--- config.mk ---
export PLATFORM = sky130hd
export DESIGN_NAME = uart_receiver
export DESIGN_NICKNAME = d
export VERILOG_FILES = /design/src/rtl/uart_receiver.sv
export SDC_FILE = /design/constraint.sdc
export NUM_CORES = 1
export LEC_CHECK = 0
export CAP_MARGIN = 30
export CORE_MARGIN = 5
export CORE_UTILIZATION = 51
export DETAILED_ROUTE_END_ITERATION = 8
export GPL_ROUTABILITY_DRIVEN = 0
export GPL_TIMING_DRIVEN = 0
export PLACE_DENSITY = 0.74
export SYNTH_ARGS = -nofsm -noshare
export SYNTH_HDL_FRONTEND = slang
export SYNTH_SLANG_ARGS = --single-unit
--- constraint.sdc ---
create_clock -name clk -period 1.7 [get_ports clk]
set_clock_uncertainty 0.15 [all_clocks]
set_input_delay 0.34 -clock clk [delete_from_list [all_inputs] [get_ports clk]]
set_output_delay 0.34 -clock clk [all_outputs]
set_load 0.05 [all_outputs]
--- src/rtl/uart_receiver.sv ---
// rtl/uart_receiver.sv - UART receiver: 2-flop synchronizer, start/data/stop FSM, break handling
//
// Purpose: recovers DATA_BITS-wide LSB-first frames (1 start, DATA_BITS data,
//   1 stop) from an asynchronous idle-high serial line.
// Optional feature macro: UART_RX_MAJORITY_EN. When defined, every sample point
//   is a 2-of-3 vote of rxs at counts mid-1, mid, mid+1. When undefined, a
//   single sample is taken at mid.
// Ports:
//   clk       - single clock for all logic
//   reset     - synchronous active-high reset
//   RxD       - asynchronous serial input, idle high
//   data      - last correctly framed word
//   valid     - one-cycle pulse when data is updated
//   frame_err - one-cycle pulse on a bad (low) stop bit
//   busy      - high whenever the FSM is not in IDLE
module uart_receiver #(
  parameter int CLKS_PER_BIT = 866,
  parameter int DATA_BITS    = 8
) (
  input  logic                 clk,
  input  logic                 reset,
  input  logic                 RxD,
  output logic [DATA_BITS-1:0] data,
  output logic                 valid,
  output logic                 frame_err,
  output logic                 busy
);

  // With voting, the decision lands one count after the nominal point (after
  // the mid+1 sample). The counter reloads with the same offset so that the
  // bit period stays exactly CLKS_PER_BIT and no drift accumulates.
`ifdef UART_RX_MAJORITY_EN
  localparam int DEC_OFS = 1;
`else
  localparam int DEC_OFS = 0;
`endif

  localparam int CNT_W = $clog2(CLKS_PER_BIT + 1);
  localparam int IDX_W = $clog2(DATA_BITS + 1);
  localparam logic [CNT_W-1:0] START_DEC  = CNT_W'(CLKS_PER_BIT / 2 + DEC_OFS);
  localparam logic [CNT_W-1:0] BIT_DEC    = CNT_W'(CLKS_PER_BIT - 1 + DEC_OFS);
  localparam logic [CNT_W-1:0] CNT_RELOAD = CNT_W'(DEC_OFS);
  localparam logic [IDX_W-1:0] LAST_IDX   = IDX_W'(DATA_BITS - 1);

  typedef enum logic [2:0] {S_IDLE, S_START, S_DATA, S_STOP, S_BREAK} state_t;

  state_t               state_q, state_d;
  logic [1:0]           sync_q, sync_d;
  logic                 rxs_prev_q, rxs_prev_d;
  logic [CNT_W-1:0]     cnt_q, cnt_d;
  logic [IDX_W-1:0]     idx_q, idx_d;
  logic [DATA_BITS-1:0] shift_q, shift_d;
  logic [DATA_BITS-1:0] data_q, data_d;
  logic                 valid_q, valid_d;
  logic                 frame_err_q, frame_err_d;
  logic                 busy_q, busy_d;
  logic                 rxs;
  logic                 samp;

  assign rxs        = sync_q[1];
  assign sync_d     = {sync_q[0], RxD};
  assign rxs_prev_d = rxs;

`ifdef UART_RX_MAJORITY_EN
  // hist_q holds rxs from the two previous cycles, so at the decision count
  // the vote covers mid-1, mid and mid+1.
  logic [1:0] hist_q, hist_d;
  assign hist_d = {hist_q[0], rxs};
  assign samp   = (hist_q[1] & hist_q[0]) | (hist_q[1] & rxs) | (hist_q[0] & rxs);
`else
  assign samp = rxs;
`endif

  always_comb begin
    state_d     = state_q;
    cnt_d       = cnt_q + CNT_W'(1);
    idx_d       = idx_q;
    shift_d     = shift_q;
    data_d      = data_q;
    valid_d     = 1'b0;
    frame_err_d = 1'b0;
    case (state_q)
      S_IDLE: begin
        cnt_d = '0;
        idx_d = '0;
        if (rxs_prev_q && !rxs) state_d = S_START;
      end
      S_START: begin
        if (cnt_q == START_DEC) begin
          if (!samp) begin
            state_d = S_DATA;
            cnt_d   = CNT_RELOAD;
          end else begin
            state_d = S_IDLE;
            cnt_d   = '0;
          end
        end
      end
      S_DATA: begin
        if (cnt_q == BIT_DEC) begin
          shift_d = DATA_BITS'({samp, shift_q} >> 1);
          cnt_d   = CNT_RELOAD;
          if (idx_q == LAST_IDX) begin
            idx_d   = '0;
            state_d = S_STOP;
          end else begin
            idx_d = idx_q + IDX_W'(1);
          end
        end
      end
      S_STOP: begin
        if (cnt_q == BIT_DEC) begin
          cnt_d = '0;
          if (samp) begin
            data_d  = shift_q;
            valid_d = 1'b1;
            state_d = S_IDLE;
          end else begin
            frame_err_d = 1'b1;
            state_d     = S_BREAK;
          end
        end
      end
      S_BREAK: begin
        // Line must return high before a new start edge can be seen.
        cnt_d = '0;
        if (rxs) state_d = S_IDLE;
      end
      default: begin
        cnt_d   = '0;
        state_d = S_IDLE;
      end
    endcase
    busy_d = (state_d != S_IDLE);
  end

  always_ff @(posedge clk) begin
    if (reset) begin
      state_q     <= S_IDLE;
      sync_q      <= 2'b11;
      rxs_prev_q  <= 1'b1;
      cnt_q       <= '0;
      idx_q       <= '0;
      shift_q     <= '0;
      data_q      <= '0;
      valid_q     <= 1'b0;
      frame_err_q <= 1'b0;
      busy_q      <= 1'b0;
`ifdef UART_RX_MAJORITY_EN
      hist_q      <= 2'b11;
`endif
    end else begin
      state_q     <= state_d;
      sync_q      <= sync_d;
      rxs_prev_q  <= rxs_prev_d;
      cnt_q       <= cnt_d;
      idx_q       <= idx_d;
      shift_q     <= shift_d;
      data_q      <= data_d;
      valid_q     <= valid_d;
      frame_err_q <= frame_err_d;
      busy_q      <= busy_d;
`ifdef UART_RX_MAJORITY_EN
      hist_q      <= hist_d;
`endif
    end
  end

  assign data      = data_q;
  assign valid     = valid_q;
  assign frame_err = frame_err_q;
  assign busy      = busy_q;

endmodule

==> impl_summary.md <==
Outcome
The run finished, with violations left. The final reports fail on negative setup slack.

Synth
The warning count from the yosys run is 0. The fraction of post-synthesis cell area in the top cell type by area is 0.454. The cell type contributing the most total cell area after synthesis is sky130_fd_sc_hd__dfxtp_1. The register bit total from synthesis is 39. The count of different cell masters after synthesis is 39.

The net count of the mapped netlist is 200. A synthesized cell averages 8.87 um2. The post-synth design cell area is 1720 um2. Of the synthesized area, sequential elements account for 0.454. The most instantiated flip-flop cell in the synthesis netlist is sky130_fd_sc_hd__dfxtp_1. Yosys attributes the largest share of cell area to sky130_fd_sc_hd__dfxtp_1 (45%), sky130_fd_sc_hd__nand3_1 (7.3%), sky130_fd_sc_hd__o21ai_0 (6.1%). In the synthesized netlist, the number of instances is 194. The count of flip-flops with a built-in enable after synthesis is 0. The proportion of register bits with asynchronous set or reset after synthesis is 0.

Die
The number of placed I/O pins is 14. The x dimension of the die is 68.1 um. In this run the vertical extent of the chip is 68.1 um. For this configuration, the core starts out at a cell density of 0.520.

The die covers 4630 um2. The floorplan has 21 rows. In this run the standard cell core region covers 3310 um2.

Final layout
The sequential standard cell area is 783 um2. The area added between synthesis and finish is 27.7%. After the last flow step, the layout net total stands at 231. In the layout the commonest cells are sky130_fd_sc_hd__dfxtp_1 (37), sky130_fd_sc_hd__nand3_1 (23), sky130_fd_sc_hd__nor2_1 (17), sky130_fd_sc_hd__a21oi_1 (17), sky130_fd_sc_hd__buf_4 (10). The layout cell share with drive strength beyond 1 is 0.332. The area used by multi-input combinational logic is 942 um2. 0 antenna diodes ended up in the layout. The most common cell after layout, fill and taps aside is sky130_fd_sc_hd__dfxtp_1. The final-layout fill cell count is 289. Measured on the finished design, the core utilization comes to 0.664.

Place
The final HPWL from detailed placement is 2.49 mm. The pre-CTS setup slack is -0.265 ns. The number of buffers added on ports is 12.

Timing
The smallest clock period supported by the final layout is computed as 1.86 ns. The post-route clock period utilization is 1.09. The maximum clock frequency is 539 MHz. For the pin with the worst max-slew slack, the measured transition is 0.571 ns.

The number of failing hold endpoints at the final stage came to 0. Setup repair after global routing could not meet its margin everywhere. The setup slack of the critical path after layout is -0.155 ns.

The final-report max-slew violation count is 0. The worst hold slack is 0.00318 ns. The worst max-slew margin expressed relative to the limit is 0.618. Setup violations remaining at the end of the flow were counted as 31.

Power
The share of total power dissipated in sequential elements is 0.626. The share of power burned in combinational logic is 0.047. Of the total power, the clock network draws 0.326.

The total internal power is 1.10 mW. The total power draw is 1.48 mW. The worst IR drop on VDD is 0.507 mV. The switching part of the total is 0.255. The switching power of the nets is 0.377 mW. The leakage power is 0.747 nW. For this design the ratio of total power to cell area is 672 nW/um2.

Global routing
The first global-routing pass estimated 6.77 mm of wire. The number of antenna violations at the first check in global routing is 0. The via count of the first global-routing pass is 1504.

The global-route total usage across every layer is 0.197. Entering global routing, the biggest net connects 14 pins. For this run the aggregate overflow at the end of global routing stands at 0.

Detailed routing
The total number of vias is 1507. In the routed design, unresolved DRC markers number 0. For this run, the detailed router's first-pass iteration total came to 4. After detailed routing, the met2 layer carries 2.22 mm of wire. The ratio of routed vias to standard cells is 5.54. The wire length per cell after detailed routing is 14.8 um. Detailed routing placed a total of 154 um of wire on met3. The count of routing violations after the opening detailed-route iteration is 150. The remaining antenna violation count is 0. The total wirelength of the detailed-routed design is 4.02 mm. In the final routing, the length of wire on met1 measures 1.57 mm. The top layer reached by signal wires is met4.

Worst setup path
The register-to-register setup slack is -0.16 ns. The largest fanout on the critical path is 7. The number of cells on the worst reg-to-reg path is 8. The critical path starts at cnt_q[1]$_SDFF_PP0_. For the worst setup path, the data arrival time is 1.96 ns. In this run the critical register-to-register path is captured at data[1]$_SDFFE_PP0P_. Following the worst setup path forward leads to its endpoint at data[1]$_SDFFE_PP0P_. The worst setup path is captured at a register. The worst setup path category is register to register.

The critical path startpoint category is a register. For the worst setup path, the data required time is 1.81 ns. In this run the critical register-to-register path is launched from cnt_q[1]$_SDFF_PP0_.

Clocking
The number of buffers on the longest clock path is 2. The clock tree from TritonCTS is done. The cell sitting at the root of the clock tree is a sky130_fd_sc_hd__clkbuf_4. Buffers inserted during clock tree synthesis total 5. The clock sink count is 39. In this run, post-CTS hold repair placed 0 buffers.

At the later pin of the worst-skew pair, clock insertion delay measures 0.36 ns. The clock tree synthesis step divided the H-tree into 2 levels. After clock tree synthesis, the clock-pin slew on the worst setup and hold paths is 0.13 ns.

Worst hold path
The path type of the worst min-delay path is input port to register.

Job
The tool flagged a number of max-cap violations equal to 0.
power groups by stage:
stage                     logic [mW]  registers, mW  clock network, mW
after floorplan               0.0345          0.948                  0
after global placement        0.0537          0.945                  0
after detailed placement      0.0553          0.945                  0
after CTS                     0.0624          0.924              0.486
after global routing          0.0767          0.926              0.535
final                         0.0700          0.925              0.482
sequential cells by signal, indices dropped and copies added (netlist names), 2 cells and up:
signal   cells
cnt_q       10
data         8
idx_q        4
shift_q      8
state_q      3
sync_q       2
final cells by class:
class                   instances  area share
multi-input cells             136       0.429
flip-flops and latches         39       0.356
repair buffers                 25       0.102
plain buffers                  11      0.0484
well taps                      46      0.0262
clock buffers                   5      0.0171
inverters                       7      0.0120
clock inverters                 3     0.00911
logic make-up (layout without fill, tap and decap cells):
family	count (synthesis)	after routing	synth area share
compound gates	51	51	0.169
xor+xnor	8	8	0.0407
fa+ha+maj	3	3	0.0218
buf+inv	19	51	0.0727
flops	39	39	0.454
mux	1	1	0.00582
simple gates	73	73	0.236
per-stage QoR:
stage / setup TNS, ns / cells / area (um2)
floorplan: -0.0392 / 194 / 1730
global placement: -3.19 / 252 / 1910
detailed placement: -4.91 / 252 / 1910
CTS: -1.39 / 270 / 2100
global route: -5.04 / 272 / 2200
finish: -2.73 / 272 / 2200
what timing repair did:
action	4_1_cts	5_1_grt
setup buffers	9	2
setup endpoints to repair	43	36
gates resized for setup	49	32
pin swaps	10	9
gates cloned	2	0
per-layer routing:
metal,global-route usage,vias to the layer above
li1,-,758
met1,0.223,714
met2,0.339,28
met3,0.0460,7
met4,0.107,0
met5,0,-
Yosys cell counts (3+ instances only):
| cell type | number |
|---|---|
| sky130_fd_sc_hd__clkbuf_1 | 3 |
| sky130_fd_sc_hd__nor3_1 | 4 |
| sky130_fd_sc_hd__xnor2_1 | 6 |
| sky130_fd_sc_hd__nand3_1 | 25 |
| sky130_fd_sc_hd__ha_1 | 3 |
| sky130_fd_sc_hd__buf_6 | 4 |
| sky130_fd_sc_hd__nand2_1 | 7 |
| sky130_fd_sc_hd__inv_1 | 7 |
| sky130_fd_sc_hd__nand4_1 | 3 |
| sky130_fd_sc_hd__nor2_1 | 17 |
| sky130_fd_sc_hd__dfxtp_1 | 39 |
| sky130_fd_sc_hd__a31oi_1 | 3 |
| sky130_fd_sc_hd__o21ai_0 | 21 |
| sky130_fd_sc_hd__a21oi_1 | 20 |
| sky130_fd_sc_hd__or2_2 | 3 |
how the worst min path moves through the flow:
stage,to,slack [ns],from,depth (start not counted)
after floorplan,sync_q[1]$_SDFF_PP1_,0.24,sync_q[0]$_SDFF_PP1_,1
after global placement,sync_q[1]$_SDFF_PP1_,0.24,sync_q[0]$_SDFF_PP1_,1
after detailed placement,sync_q[1]$_SDFF_PP1_,0.24,sync_q[0]$_SDFF_PP1_,1
after CTS,idx_q[3]$_SDFFE_PP0P_,0.01,reset,2
after global routing,idx_q[3]$_SDFFE_PP0P_,0.004,reset,2
final,idx_q[3]$_SDFFE_PP0P_,0.003,reset,2
worst max-delay path: stages (launching register included):
cell	delay [ns]
sky130_fd_sc_hd__dfxtp_2	0.35
sky130_fd_sc_hd__inv_2	0.06
sky130_fd_sc_hd__ha_4	0.11
sky130_fd_sc_hd__and4bb_1	0.22
sky130_fd_sc_hd__buf_4	0.12
sky130_fd_sc_hd__nand4_1	0.23
sky130_fd_sc_hd__buf_6	0.24
sky130_fd_sc_hd__o21ai_0	0.18
sky130_fd_sc_hd__a21oi_1	0.09
Power figures use the tool's default switching activity.
